**src/rtl/full_adder.sv**
```systemverilog
// 1-bit full adder cell: the only arithmetic element of the serial adder.
module full_adder (
  input  logic a,
  input  logic b,
  input  logic cin,
  output logic sum,
  output logic cout
);

  assign sum  = a ^ b ^ cin;
  assign cout = (a & b) | (cin & (a ^ b));

endmodule

```
**src/rtl/serial_adder_ctrl.sv**
```systemverilog
// Bit-serial adder controller.
// Computes {o_carry_out, o_sum} = A + B + cin one bit per cycle, LSB first, through a single
// full_adder cell. A start in IDLE latches the operands. RUN takes WIDTH cycles. A one-cycle DONE
// state pulses o_done. The visible result registers are written only on the final RUN edge, so
// they keep the last completed result until the next operation finishes.
module serial_adder_ctrl #(
  parameter int unsigned WIDTH = 8
) (
  input  logic             i_clk,
  input  logic             i_rst,
  input  logic             i_start,
  input  logic [WIDTH-1:0] i_operand_a,
  input  logic [WIDTH-1:0] i_operand_b,
  input  logic             i_carry_in,
  output logic             o_busy,
  output logic             o_done,
  output logic [WIDTH-1:0] o_sum,
  output logic             o_carry_out
);

  localparam int unsigned     CntW    = (WIDTH > 1) ? $clog2(WIDTH) : 1;
  localparam logic [CntW-1:0] LastCnt = CntW'(WIDTH - 1);

  localparam logic [1:0] StIdle = 2'd0;
  localparam logic [1:0] StRun  = 2'd1;
  localparam logic [1:0] StDone = 2'd2;

  logic [1:0]       state_q, state_d;
  logic [CntW-1:0]  cnt_q, cnt_d;
  logic [WIDTH-1:0] a_q, a_d;
  logic [WIDTH-1:0] b_q, b_d;
  logic             carry_q, carry_d;
  logic [WIDTH-1:0] part_q, part_d;
  logic [WIDTH-1:0] sum_q, sum_d;
  logic             cout_q, cout_d;

  logic fa_sum;
  logic fa_cout;

  full_adder u_full_adder (
    .a    (a_q[cnt_q]),
    .b    (b_q[cnt_q]),
    .cin  (carry_q),
    .sum  (fa_sum),
    .cout (fa_cout)
  );

  // Next-state logic: operand latch in IDLE, one bit per cycle in RUN, single-cycle DONE.
  always_comb begin
    state_d = state_q;
    cnt_d   = cnt_q;
    a_d     = a_q;
    b_d     = b_q;
    carry_d = carry_q;
    part_d  = part_q;
    sum_d   = sum_q;
    cout_d  = cout_q;

    case (state_q)
      StIdle: begin
        if (i_start) begin
          a_d     = i_operand_a;
          b_d     = i_operand_b;
          carry_d = i_carry_in;
          cnt_d   = '0;
          state_d = StRun;
        end
      end
      StRun: begin
        part_d[cnt_q] = fa_sum;
        carry_d       = fa_cout;
        if (cnt_q == LastCnt) begin
          // Last bit: publish the full result; the counter stops here rather than wrapping.
          sum_d   = part_d;
          cout_d  = fa_cout;
          state_d = StDone;
        end else begin
          cnt_d = cnt_q + 1'b1;
        end
      end
      StDone: begin
        state_d = StIdle;
      end
      default: begin
        state_d = StIdle;
      end
    endcase
  end

  // State registers; reset clears everything including any partial result.
  always_ff @(posedge i_clk) begin
    if (i_rst) begin
      state_q <= StIdle;
      cnt_q   <= '0;
      a_q     <= '0;
      b_q     <= '0;
      carry_q <= 1'b0;
      part_q  <= '0;
      sum_q   <= '0;
      cout_q  <= 1'b0;
    end else begin
      state_q <= state_d;
      cnt_q   <= cnt_d;
      a_q     <= a_d;
      b_q     <= b_d;
      carry_q <= carry_d;
      part_q  <= part_d;
      sum_q   <= sum_d;
      cout_q  <= cout_d;
    end
  end

  assign o_busy      = (state_q == StRun);
  assign o_done      = (state_q == StDone);
  assign o_sum       = sum_q;
  assign o_carry_out = cout_q;

endmodule

```
**config.mk**
```make
export PLATFORM = sky130hd
export DESIGN_NAME = serial_adder_ctrl
export DESIGN_NICKNAME = d
export VERILOG_FILES = /design/src/rtl/full_adder.sv /design/src/rtl/serial_adder_ctrl.sv
export SDC_FILE = /design/constraint.sdc
export NUM_CORES = 1
export LEC_CHECK = 0
export CAP_MARGIN = 20
export CORE_UTILIZATION = 49
export CTS_BUF_LIST = sky130_fd_sc_hd__clkbuf_8
export CTS_CLUSTER_DIAMETER = 80
export CTS_CLUSTER_SIZE = 28
export DETAILED_ROUTE_END_ITERATION = 8
export GPL_TIMING_DRIVEN = 0
export PLACE_DENSITY = 0.84
export SLEW_MARGIN = 25
export SYNTH_ARGS = -nofsm -noshare
export SYNTH_HDL_FRONTEND = slang
export SYNTH_SLANG_ARGS = --single-unit
```
**constraint.sdc**
```tcl
create_clock -name i_clk -period 2.4 [get_ports i_clk]
set_input_delay 0.24 -clock i_clk [delete_from_list [all_inputs] [get_ports i_clk]]
set_output_delay 0.24 -clock i_clk [all_outputs]
set_load 0.01 [all_outputs]
```
# Word level (Yosys, flattened, before mapping)
# Cells that the tools add are included.
[totals] word_cells=45 out_inout_bits=11 reg_bits=39
[classes] add_sub_neg=1 n_eq_ne=6 reduce_logical=8 order_cmp=2 muxes=15 n_bitwise=5
[op_table] op="8-bit bitwise mux" count=1
[op_table] op="2-bit AND reduction" count=4
[op_table] op="1-bit binary-select mux with 3-bit select" count=2
[op_table] op="3-bit two-way mux" count=2
[op_table] op="3-bit one-hot mux with 2 select lines" count=1
[op_table] op="3-bit by 4-bit less-than comparator with 1-bit output, second input constant" count=1
[op_table] op="1-bit two-way mux" count=4
[op_table] op="2-bit two-way mux" count=2
[op_table] op="2-bit != test, second input constant" count=2
[op_table] op="2-bit one-hot mux with 2 select lines" count=1
[op_table] op="3-bit by 1-bit adder with 3-bit output, second input constant" count=1
[op_table] op="1-bit demux with 3-bit select" count=1
[op_table] op="3-bit == test, second input constant" count=1
[op_table] op="3-bit by 1-bit greater-or-equal comparator with 1-bit output, second input constant" count=1
[op_table] op="3-bit AND reduction" count=1
[op_table] op="1-bit bitwise AND" count=2
[op_table] op="2-bit by 1-bit == test with 1-bit output, second input constant" count=1
[op_table] op="2-bit == test, second input constant" count=1
[op_table] op="2-bit zero test" count=1
[op_table] op="2-bit by 1-bit != test with 1-bit output, second input constant" count=1
[op_table] op="1-bit one-hot mux with 2 select lines" count=1
[op_table] op="2-bit nonzero test" count=1
[op_table] op="1-bit bitwise XOR" count=2
[op_table] op="1-bit logical AND" count=1
[op_table] op="1-bit OR" count=1

# Longest topological paths before layout
# Gate-level depths: netlist of run 1.
[logic_depth] depth_word=6 mapped_depth=11

# Modules after synthesis
# From an unflattened synthesis of run 1, not the netlist that was laid out.
[unflattened] cells_unflattened=216 hier_area_um2=1850.5
[modules_own_cells] module="serial_adder_ctrl" cells_each=215 instances=1 area_each_um2=1830.5
[modules_own_cells] module="full_adder" cells_each=1 instances=1 area_each_um2=20.0

# Worst setup path before layout of run 1
# No wires, ideal clock.
[synth_path] path_kind="register to register" from="register cnt_q[2]" to="register sum_q[3], in the netlist o_sum[3]" slack_ns=-0.149 period_less_slack_ns=2.549 setup_ns=0.080 path_stages_with_launch=9 arrival_ns=2.468 cell_sequence="dfxtp_1 > buf_2 > mux4_2 > mux2_2 > fa_1 > clkbuf_1 > clkbuf_1 > mux2i_1 > a211oi_2"
[synth_via] elab_chain_cells=5 word_cells_on_any_way=14 cone_classes="order compare (2); eq/ne (1); mux (7); bitwise (2); reduce/logical (2)"
[synth_lines] element="from (decl)" line_no="serial_adder_ctrl.sv:29" text="logic [CntW-1:0] cnt_q, cnt_d;"
[synth_lines] element="from (signal assigned)" line_no="serial_adder_ctrl.sv:103" text="cnt_q <= cnt_d;"
[synth_lines] element="3-bit by 4-bit less-than comparator with 1-bit output (implied by the code), or another cell as far along" line_no="serial_adder_ctrl.sv:70" text="part_d[cnt_q] = fa_sum;"
[synth_lines] element="1-bit logical AND (implied by the code), or another cell as far along" line_no="serial_adder_ctrl.sv:70"
[synth_lines] element="1-bit two-way mux (implied by the code) or 1-bit bitwise XOR (tied branches)" line_no="serial_adder_ctrl.sv:70, full_adder.sv:10"
[synth_lines] element="1-bit demux with 3-bit select or 1-bit bitwise XOR (tied branches)" line_no="serial_adder_ctrl.sv:70, full_adder.sv:10"
[synth_lines] element="8-bit bitwise mux" line_no="serial_adder_ctrl.sv:70"
[synth_lines] element="to (signal assigned)" line_no="serial_adder_ctrl.sv:108" text="sum_q <= sum_d;"
[synth_lines] element="to (decl)" line_no="serial_adder_ctrl.sv:34" text="logic [WIDTH-1:0] sum_q, sum_d;"
# Several ways; a longest one is shown, not always the timed one. The select of a mux whose other input is x is not followed.
# A chain may end at the register's enable or synchronous reset.

# Worst setup path in the final report of run 1
[layout_path] from="register cnt_q[0]" to="register sum_q[7], in the netlist o_sum[7]"
# Same word-level chain as after synthesis.

==> results of run 1 <==
-- cell type report --
type / instances / share of cell area, %
multi-input cells: 157 / 41.30
flip-flops and latches: 39 / 33.23
repair buffers: 33 / 14.35
plain buffers: 17 / 5.485
clock buffers: 5 / 2.901
well taps: 46 / 2.426
clock inverters: 1 / 0.1582
inverters: 1 / 0.1582
-- cells by family (layout without fill, tap and decap cells) --
kind of cell / Yosys count / count (layout) / synth area share (%)
adders and majority gates: 3 / 3 / 2.449
muxes: 16 / 16 / 10.27
buffers and inverters: 18 / 57 / 5.442
AOI/OAI and AO/OA: 38 / 38 / 14.63
DFF: 39 / 39 / 42.45
and+or+nand+nor: 100 / 100 / 24.76
-- synthesized netlist by cell type (all sizes together), types with 2 or more instances --
cell	count	area share [%]
nor3	2	0.54
nor4bb	2	1.1
mux2	3	1.8
nor2	22	4.5
a311oi	3	2.1
nand3	11	3.0
nor2b	7	2.5
ha	2	1.4
a211oi	5	3.4
a21oi	23	6.3
mux2i	11	6.0
nand2b	3	1.0
mux4	2	2.4
dfxtp	39	42
clkbuf	7	1.4
nand2	48	9.8
buf	10	3.8
-- through the flow --
step           setup TNS [ns]  area (µm²)
5_1_grt            -0.0008553        2372
3_5_place_dp           -1.964        2205
3_3_place_gp           -1.774        2205
4_1_cts                     0        2300
6_report                    0        2372
2_1_floorplan               0        1847
-- repair_timing --
item | CTS | global route
gates cloned | 0 | 1
hold buffers | 0 | 0
buffers inserted | 0 | 2
gates resized for setup | 8 | 9
setup endpoints to repair | 16 | 14
pin swaps | 0 | 2
-- sequential cells by signal, indices dropped and copies added (netlist names) --
| register | count |
|---|---|
| state_q | 2 |
| part_q | 8 |
| a_q | 8 |
| o_sum | 8 |
| b_q | 8 |
| cnt_q | 3 |
| carry_q | 1 |
| o_carry_out | 1 |
-- power groups by stage --
stage | registers [mW] | clock network (mW) | logic, mW
2_1_floorplan | 0.695 | 0 | 0.128
3_3_place_gp | 0.699 | 0 | 0.189
3_5_place_dp | 0.700 | 0 | 0.191
4_1_cts | 0.684 | 0.398 | 0.202
5_1_grt | 0.687 | 0.432 | 0.259
6_report | 0.684 | 0.394 | 0.240
-- layer usage --
| metal | vias to the layer above | share of wire (%) | GRT usage, % | wire length, µm |
|---|---|---|---|---|
| met5 | - | 0 | 0 | 0 |
| met4 | 0 | 1.7 | 10.23 | 69 |
| met3 | 5 | 4.6 | 5.797 | 184 |
| met2 | 45 | 49 | 38.98 | 1994 |
| met1 | 735 | 44 | 26.72 | 1784 |
| li1 | 817 | - | - | - |
-- critical path, stage by stage, from the launching register on --
cell                       delay, ns
sky130_fd_sc_hd__dfxtp_4        0.39
sky130_fd_sc_hd__mux4_2         0.50
sky130_fd_sc_hd__mux2_2         0.29
sky130_fd_sc_hd__fa_1           0.52
sky130_fd_sc_hd__buf_6          0.15
sky130_fd_sc_hd__buf_8          0.12
sky130_fd_sc_hd__mux2i_1        0.07
sky130_fd_sc_hd__a211oi_2       0.20
-- worst max path at each step --
stage | start | end | slack [ns] | cells past startpoint
floorplan | cnt_q[2] | o_sum[3] | 0.05 | 9
global placement | cnt_q[0] | o_sum[3] | -0.24 | 10
detailed placement | cnt_q[0] | o_sum[7] | -0.25 | 10
CTS | cnt_q[2] | o_sum[7] | 0.005 | 9
global route | cnt_q[0] | o_sum[7] | -0.0009 | 7
finish | cnt_q[0] | o_sum[7] | 0.07 | 7
==> impl_metrics.csv, run 1 <==
group,metric,value,unit
status,status,"finished, final reports clean",
pwr,totalPowerFinal,1.318,mW
clock_tree,tritoncts_num_sinks,39,
sta,fin_crit,2.332,ns
sta,setup_viol_count_final,0,
setup_path,worstSetupEndpointType,"flop",
grt,pin_count_of_the_biggest_net_entering_global_routing,11,
min_path,worstHoldEndpoint,"b_q[5]",
clock_tree,clock_insertion_delay_worst_skew,0.29,ns
finish,layout.cells.most_common,"sky130_fd_sc_hd__nand2_1",
yosys,syn_nets,237,
floorplan,boundaryPins,31,
floorplan,rows,21,
grt,number_of_global_route_vias_before_repair,1577,
pwr,p_sw_share,25.43,%
clock_tree,clkTransAtPathRegs,0.07,ns
finish,fillerInstances,292,
yosys,asyncSetResetFlopFracSynth,0,%
sta,holdWs,0.4519,ns
sta,max_clock_freq,428.9,MHz
finish,instances_no_fill,299,
yosys,post_synth_num_cell_types,35,
pwr,pwr-share-clk,29.9,%
pwr,power_density,555.5,mW/mm²
min_path,worst_hold_stages,2,
sta,finalClockSkew,0.004918,ns
route,detail_route.vias_per_cell,5.358,
place,pre_cts_slack,-0.2506,ns
route,drc,0,
sta,max_slew.worst_pin.slew,0.6267,ns
route,wire_per_inst,13.49,µm
finish,layout-drive-gt1-share,16.21,%
sta,postLayoutSetupSlackWorst,0.06835,ns
place,dp_hpwl,2712,µm
floorplan,placeableCoreArea,0.003468,mm²
sta,relative_slew_slack,58.22,%
setup_path,setup.worst_path.class,"reg -> reg",
route,final_antenna_net_count,0,
min_path,hp-class,"reg -> reg",
pwr,power_leakage,0.9082,nW
clock_tree,clock_tree.buffer_depth,2,
run,maxCapViolations,0,
finish,layout_overhead_on_the_synthesized_area,28.98,%
setup_path,crit_fanout,8,
yosys,synth-seq-cells,39,
finish,fin_nets,277,
finish,register_area,788.3,µm²
clock_tree,clock_tree_from_tritoncts,"done",
pwr,power.sequential.fraction,51.9,%
min_path,hold_start,"b_q[5]",
sta,finalHoldViolCount,0,
finish,postLayoutCoreUtil,68.40,%
setup_path,r2r_cells,7,
finish,mostFrequentLayoutCells,"sky130_fd_sc_hd__nand2_1, sky130_fd_sc_hd__dfxtp_1, sky130_fd_sc_hd__clkdlybuf4s50_1",
yosys,main_synth_ff_type,"sky130_fd_sc_hd__dfxtp_1",
pwr,power.combinational.fraction,18.2,%
grt,gr-usage-all-layers,22.82,%
setup_path,cp.required,2.61,ns
sta,fraction_of_the_cycle_the_final_worst_path_needs,97.15,%
grt,first_pass_grt_wire_length,7044,µm
floorplan,start_util,53.03,%
clock_tree,cts_root_buffer,"sky130_fd_sc_hd__clkbuf_8",
setup_path,startpoint_of_the_most_critical_register_to_register_path,"cnt_q[0]",
yosys,count_of_warnings_emitted_by_yosys,0,
yosys,mean_instance_size_in_the_synthesized_netlist,8.595,µm²
yosys,syn-cell-area,0.001839,mm²
place,dp_cells,290,
yosys,synth_enable_flop_cells,0,
pwr,maximum_vdd_drop,0.3771,mV
route,drt_pre_antenna_iters,4,
setup_path,cp.arrival,2.54,ns
route,total_routed_wirelength,4033,µm
clock_tree,cts_inserted_buffers,5,
yosys,seq_area_frac_synth,42.45,%
setup_path,setup.worst_path.start_class,"flop",
sta,drv_slew,0,
grt,grt_overflow,0,
pwr,p_int,0.9825,mW
grt,initial_antenna_violation_count,0,
clock_tree,cts_max_level,2,
floorplan,chipWidth,63.27,µm
floorplan,floorplan.die.height,63.27,µm
floorplan,floorplan.die_area,0.004002,mm²
setup_path,worst-r2r-setup-slack,0.07,ns
setup_path,rr_endpoint,"o_sum[7]",
route,detail_route.iter0.violations,105,
route,dr_total_vias,1602,
place,port-buffer-count,30,
yosys,netlist_instances,214,
finish,multiInputGateArea,979.7,µm²
place,global_placement_routability_congestion,0.8259,
pwr,switchingPower,0.3352,mW
finish,diodes,0,
(Power assumes the default switching activity.)
==> inputs of run 2 (changes only) <==
CORE_UTILIZATION = 59   (was 49)
PLACE_DENSITY = 0.94   (was 0.84)
SETUP_SLACK_MARGIN = 0.4   (was default)
clock period = 2.96 ns   (was 2.4 ns; I/O delays follow)
==> run 2 against run 1 <==
The flow now finishes with violations (design-rule violations). Design area is 4.0% lower. Worst setup slack better by 0.47 ns. First-iteration DRC count fell by 1.9%. Register-to-register slack gained 0.47 ns. Global-route usage grew 4.9 points. Non-clock buffer count decreased by 3. Largest cell class unchanged. Clock-buffer cell count unchanged. Maximum frequency shrank 3.9%. Die area shrank 16%. Combinational power decreased by 31%. Clock power down 19%.
==> impl_metrics.csv, run 2 (same netlist as run 1, synthesis figures left out) <==
group,metric,value,unit
clock_tree,clock_insertion_delay_worst_skew,0.29,ns
setup_path,worstSetupEndpointType,"flop",
finish,fin_nets,274,
floorplan,placeableCoreArea,0.002853,mm²
pwr,p_sw_share,25.59,%
sta,fraction_of_the_cycle_the_final_worst_path_needs,81.97,%
setup_path,setup.worst_path.class,"reg -> reg",
status,status,"complete, but fails checks",
sta,rsz_0062_raised_after_global_routing,"no",
floorplan,floorplan.die_area,0.003345,mm²
sta,finalHoldViolCount,0,
pwr,pwr-share-clk,30.7,%
sta,finalClockSkew,0.005317,ns
route,total_routed_wirelength,4101,µm
sta,max_slew.worst_pin.slew,0.6488,ns
route,wire_per_inst,14.59,µm
floorplan,start_util,64.47,%
place,dp_hpwl,2856,µm
clock_tree,clkTransAtPathRegs,0.07,ns
min_path,hp-class,"reg -> reg",
finish,instances_no_fill,281,
pwr,power.combinational.fraction,15.9,%
route,detail_route.iter0.violations,103,
place,global_placement_routability_congestion,0.8539,
clock_tree,cts_root_buffer,"sky130_fd_sc_hd__clkbuf_8",
route,final_antenna_net_count,0,
clock_tree,clock_tree_from_tritoncts,"done",
setup_path,crit_fanout,10,
run,maxCapViolations,0,
pwr,p_int,0.7739,mW
clock_tree,postCtsSetupBuffers,0,
pwr,power_density,456.5,mW/mm²
place,dp_cells,275,
pwr,totalPowerFinal,1.040,mW
pwr,power.sequential.fraction,53.3,%
grt,initial_antenna_violation_count,0,
finish,layout-drive-gt1-share,14.00,%
route,dr_total_vias,1662,
grt,gr-usage-all-layers,27.68,%
floorplan,chipWidth,57.84,µm
status,failed_checks,"design-rule violations",
sta,fin_crit,2.426,ns
clock_tree,cts_max_level,2,
sta,setup_viol_count_final,0,
grt,pin_count_of_the_biggest_net_entering_global_routing,11,
pwr,switchingPower,0.2662,mW
sta,postLayoutSetupSlackWorst,0.5338,ns
finish,layout.cells.most_common,"sky130_fd_sc_hd__nand2_1",
setup_path,cp.required,3.17,ns
sta,max_clock_freq,412.2,MHz
route,detail_route.vias_per_cell,5.915,
clock_tree,tritoncts_num_sinks,39,
finish,register_area,788.3,µm²
floorplan,rows,19,
grt,first_pass_grt_wire_length,7010,µm
place,port-buffer-count,30,
pwr,power_leakage,0.8779,nW
grt,grt_overflow,0,
finish,multiInputGateArea,958.4,µm²
sta,relative_slew_slack,56.75,%
floorplan,boundaryPins,31,
floorplan,floorplan.die.height,57.84,µm
setup_path,setup.worst_path.start_class,"flop",
finish,diodes,0,
grt,number_of_global_route_vias_before_repair,1682,
setup_path,cp.arrival,2.64,ns
finish,mostFrequentLayoutCells,"sky130_fd_sc_hd__nand2_1, sky130_fd_sc_hd__dfxtp_1, sky130_fd_sc_hd__clkdlybuf4s50_1",
clock_tree,cts_inserted_buffers,5,
finish,layout_overhead_on_the_synthesized_area,23.88,%
route,drt_pre_antenna_iters,6,
sta,drv_slew,0,
place,pre_cts_slack,-0.05271,ns
pwr,maximum_vdd_drop,0.4274,mV
route,drc,1,
finish,fillerInstances,190,
clock_tree,clock_tree.buffer_depth,2,
-- run 2: area by class of cell --
type | count | share of cell area, %
buffer | 17 | 5.107
timing repair buffer | 30 | 13.18
inverter | 1 | 0.1647
multi-input combinational | 157 | 42.06
clock buffer | 5 | 3.020
tap | 31 | 1.702
sequential | 39 | 34.60
clock inverter | 1 | 0.1647
-- run 2: critical path: stages (launching register included) --
cell and delay [ns]:
sky130_fd_sc_hd__dfxtp_4 0.40, sky130_fd_sc_hd__mux2_2 0.35, sky130_fd_sc_hd__a22o_1 0.20, sky130_fd_sc_hd__a31oi_1 0.14, sky130_fd_sc_hd__nand2_1 0.09, sky130_fd_sc_hd__fa_1 0.52
sky130_fd_sc_hd__clkbuf_2 0.19, sky130_fd_sc_hd__buf_6 0.16, sky130_fd_sc_hd__mux2i_1 0.10, sky130_fd_sc_hd__a211oi_2 0.20
-- run 2: layer usage --
metal / GRT usage [%] / vias up / share of wire, %
met4: 14.97 / 0 / 2.1
met1: 33.29 / 785 / 43
met3: 6.027 / 12 / 5.4
li1: - / 804 / -
met2: 46.14 / 61 / 49
met5: 0 / - / 0
-- run 2: power groups by stage --
stage                     Clock, mW  Combinational, mW  Sequential, mW
final                         0.319              0.166           0.555
after global routing          0.344              0.182           0.557
after CTS                     0.322              0.160           0.556
after detailed placement          0              0.154           0.567
after global placement            0              0.149           0.566
after floorplan                   0             0.0998           0.564
-- run 2: metrics by stage --
stage          utilization (%)  hold WS (ns)  instance area, µm²  setup TNS, ns
6_report                 79.87        0.4555                2278              0
2_1_floorplan                -        0.3858                1839              0
4_1_cts                  79.34        0.4542                2263              0
3_5_place_dp             76.36        0.4450                2178        -0.1029
3_3_place_gp             76.36        0.4407                2178      -0.007075
5_1_grt                  79.87        0.4733                2278              0
-- run 2: repair_timing --
item,4_1_cts,5_1_grt
endpoints found under the hold margin,0,0
endpoints found under the setup margin,16,8
hold buffers,0,0
resized for setup,7,7
-- run 2: path summary, 6_finish.rpt --
kind              startpoint        end  slack (ns)  cells after the start
setup / recovery    cnt_q[2]   o_sum[7]        0.53                      9
hold / removal     part_q[0]  part_q[0]        0.46                      2
setup reg to reg    cnt_q[2]   o_sum[7]        0.53                      9
hold reg to reg    part_q[0]  part_q[0]        0.46                      2
==> inputs of run 3 (changes only) <==
CORE_UTILIZATION = 54   (was 59)
PLACE_DENSITY = 0.88   (was 0.94)
clock period = 2.3 ns   (was 2.96 ns; I/O delays follow)
==> run 3 against run 2 <==
The flow finishes with violations (negative setup slack). Core utilization down 2.3 points. First-iteration DRC count shrank 8.7%. Via count fell by 0.54%. Wire length up 5.3%. Sequential power is 29% higher. Largest power group unchanged.
==> impl_metrics.csv, run 3 (same netlist as run 1, synthesis figures left out) <==
group,metric,value,unit
status,status,"complete, but fails checks",
status,failed_checks,"negative setup slack",
clock_tree,tritoncts_num_sinks,39,
place,port-buffer-count,30,
grt,pin_count_of_the_biggest_net_entering_global_routing,13,
setup_path,worst_setup_path_startpoint,"cnt_q[0]",
pwr,totalPowerFinal,1.645,mW
clock_tree,cts_max_level,2,
place,placement.cell_area,0.002228,mm²
floorplan,chipWidth,60.36,µm
grt,number_of_global_route_vias_before_repair,1506,
finish,instances_no_fill,298,
route,drc,0,
sta,finalHoldViolCount,0,
setup_path,cp.required,2.46,ns
setup_path,r2r_cells,7,
place,global_placement_routability_congestion,0.8351,
min_path,hold_start,"a_q[5]",
grt,gr-usage-all-layers,26.81,%
floorplan,floorplan.die_area,0.003643,mm²
clock_tree,clock_tree_from_tritoncts,"done",
clock_tree,clock_insertion_delay_worst_skew,0.30,ns
min_path,hp-class,"reg -> reg",
setup_path,setup.worst_path.start_class,"flop",
clock_tree,clock_tree.buffer_depth,2,
floorplan,placeableCoreArea,0.003153,mm²
finish,final_cell_area_excluding_filler_cells,0.002445,mm²
pwr,power_leakage,0.9304,nW
finish,layout.cells.most_common,"sky130_fd_sc_hd__nand2_1",
finish,layout-drive-gt1-share,17.32,%
route,total_routed_wirelength,4317,µm
route,wire_per_inst,14.49,µm
place,dp_hpwl,2761,µm
finish,layout_overhead_on_the_synthesized_area,32.92,%
finish,postLayoutCoreUtil,77.54,%
sta,max_clock_freq,428.6,MHz
sta,relative_slew_slack,57.01,%
sta,fraction_of_the_cycle_the_final_worst_path_needs,101.4,%
setup_path,cp.arrival,2.49,ns
clock_tree,cts_root_buffer,"sky130_fd_sc_hd__clkbuf_8",
place,dp_cells,288,
route,final_antenna_net_count,0,
grt,grt_overflow,0,
finish,fillerInstances,231,
sta,postLayoutSetupSlackWorst,-0.03327,ns
setup_path,setup.worst_path.class,"reg -> reg",
grt,initial_antenna_violation_count,0,
floorplan,boundaryPins,31,
finish,fin_nets,276,
route,drt_pre_antenna_iters,4,
finish,diodes,0,
sta,setup_viol_count_final,2,
sta,drv_slew,0,
pwr,maximum_vdd_drop,0.5126,mV
floorplan,rows,20,
pwr,power_density,672.8,mW/mm²
clock_tree,clkTransAtPathRegs,0.07,ns
setup_path,worstSetupEndpointType,"flop",
route,dr_total_vias,1653,
floorplan,floorplan.die.height,60.36,µm
floorplan,start_util,58.33,%
run,maxCapViolations,0,
clock_tree,cts_inserted_buffers,5,
place,pre_cts_slack,-0.1530,ns
finish,mostFrequentLayoutCells,"sky130_fd_sc_hd__nand2_1, sky130_fd_sc_hd__dfxtp_1, sky130_fd_sc_hd__clkdlybuf4s50_1",
sta,max_slew.worst_pin.slew,0.6448,ns
min_path,worst_hold_stages,2,
setup_path,startpoint_of_the_most_critical_register_to_register_path,"cnt_q[0]",
route,detail_route.vias_per_cell,5.547,
sta,finalClockSkew,0.004649,ns
setup_path,crit_fanout,8,
route,detail_route.iter0.violations,94,
sta,rsz_0062_raised_after_global_routing,"yes",
sta,fin_crit,2.333,ns
grt,first_pass_grt_wire_length,6989,µm
==> run 3: report_power, final <==
group	internal (mW)	total [mW]	leakage, nW	switching, mW
combinational	0.133	0.259	0.542	0.126
sequential	0.698	0.714	0.319	0.0162
clock	0.429	0.672	0.0695	0.243
==> run 3: worst paths after layout <==
| kind | endpoint | slack, ns |
|---|---|---|
| worst max-delay path | o_sum[7] | -0.03 |
| worst min-delay path | a_q[5] | 0.46 |
| worst max register to register | o_sum[7] | -0.03 |
| worst min register to register | a_q[5] | 0.46 |
==> run 3: metal layers <==
metal  vias up  track usage (%)  share of wire (%)
li1        805                -                  -
met1       767            34.50                 41
met2        70            42.70                 49
met3        11            6.610                6.8
met4         0            11.96                2.8
met5         -                0                  0
==> run 3: timing repair <==
action | 4_1_cts | 5_1_grt
setup buffers | 1 | 0
gates cloned | 1 | 0
hold buffers | 0 | 0
resized for setup | 8 | 5
pin swaps | 4 | 3
setup endpoints to repair | 18 | 18
==> run 3: metrics by stage <==
| stage | TNS [ns] | hold WS (ns) |
|---|---|---|
| after floorplan | 0 | 0.3198 |
| after global placement | -0.2942 | 0.4416 |
| after detailed placement | -0.7530 | 0.4472 |
| after CTS | -0.07992 | 0.4576 |
| after global routing | -0.8859 | 0.4723 |
| final | -0.06606 | 0.4569 |
==> run 3: cell type report <==
type	count	area [µm²]	area share, %
multi-input cells	157	1003	41.04
flip-flops and latches	39	788.3	32.24
repair buffers	32	321.6	13.15
plain buffers	17	140.1	5.732
clock buffers	5	68.82	2.815
clock inverters	3	63.81	2.610
well taps	44	55.05	2.252
inverters	1	3.754	0.1535
==> run 3: critical path, cell delays in order, from the launching register on <==
cell	delay [ns]
sky130_fd_sc_hd__dfxtp_4	0.40
sky130_fd_sc_hd__mux4_2	0.50
sky130_fd_sc_hd__mux2_4	0.29
sky130_fd_sc_hd__fa_1	0.49
sky130_fd_sc_hd__buf_8	0.16
sky130_fd_sc_hd__clkbuf_16	0.15
sky130_fd_sc_hd__mux2i_4	0.13
sky130_fd_sc_hd__a211oi_2	0.08
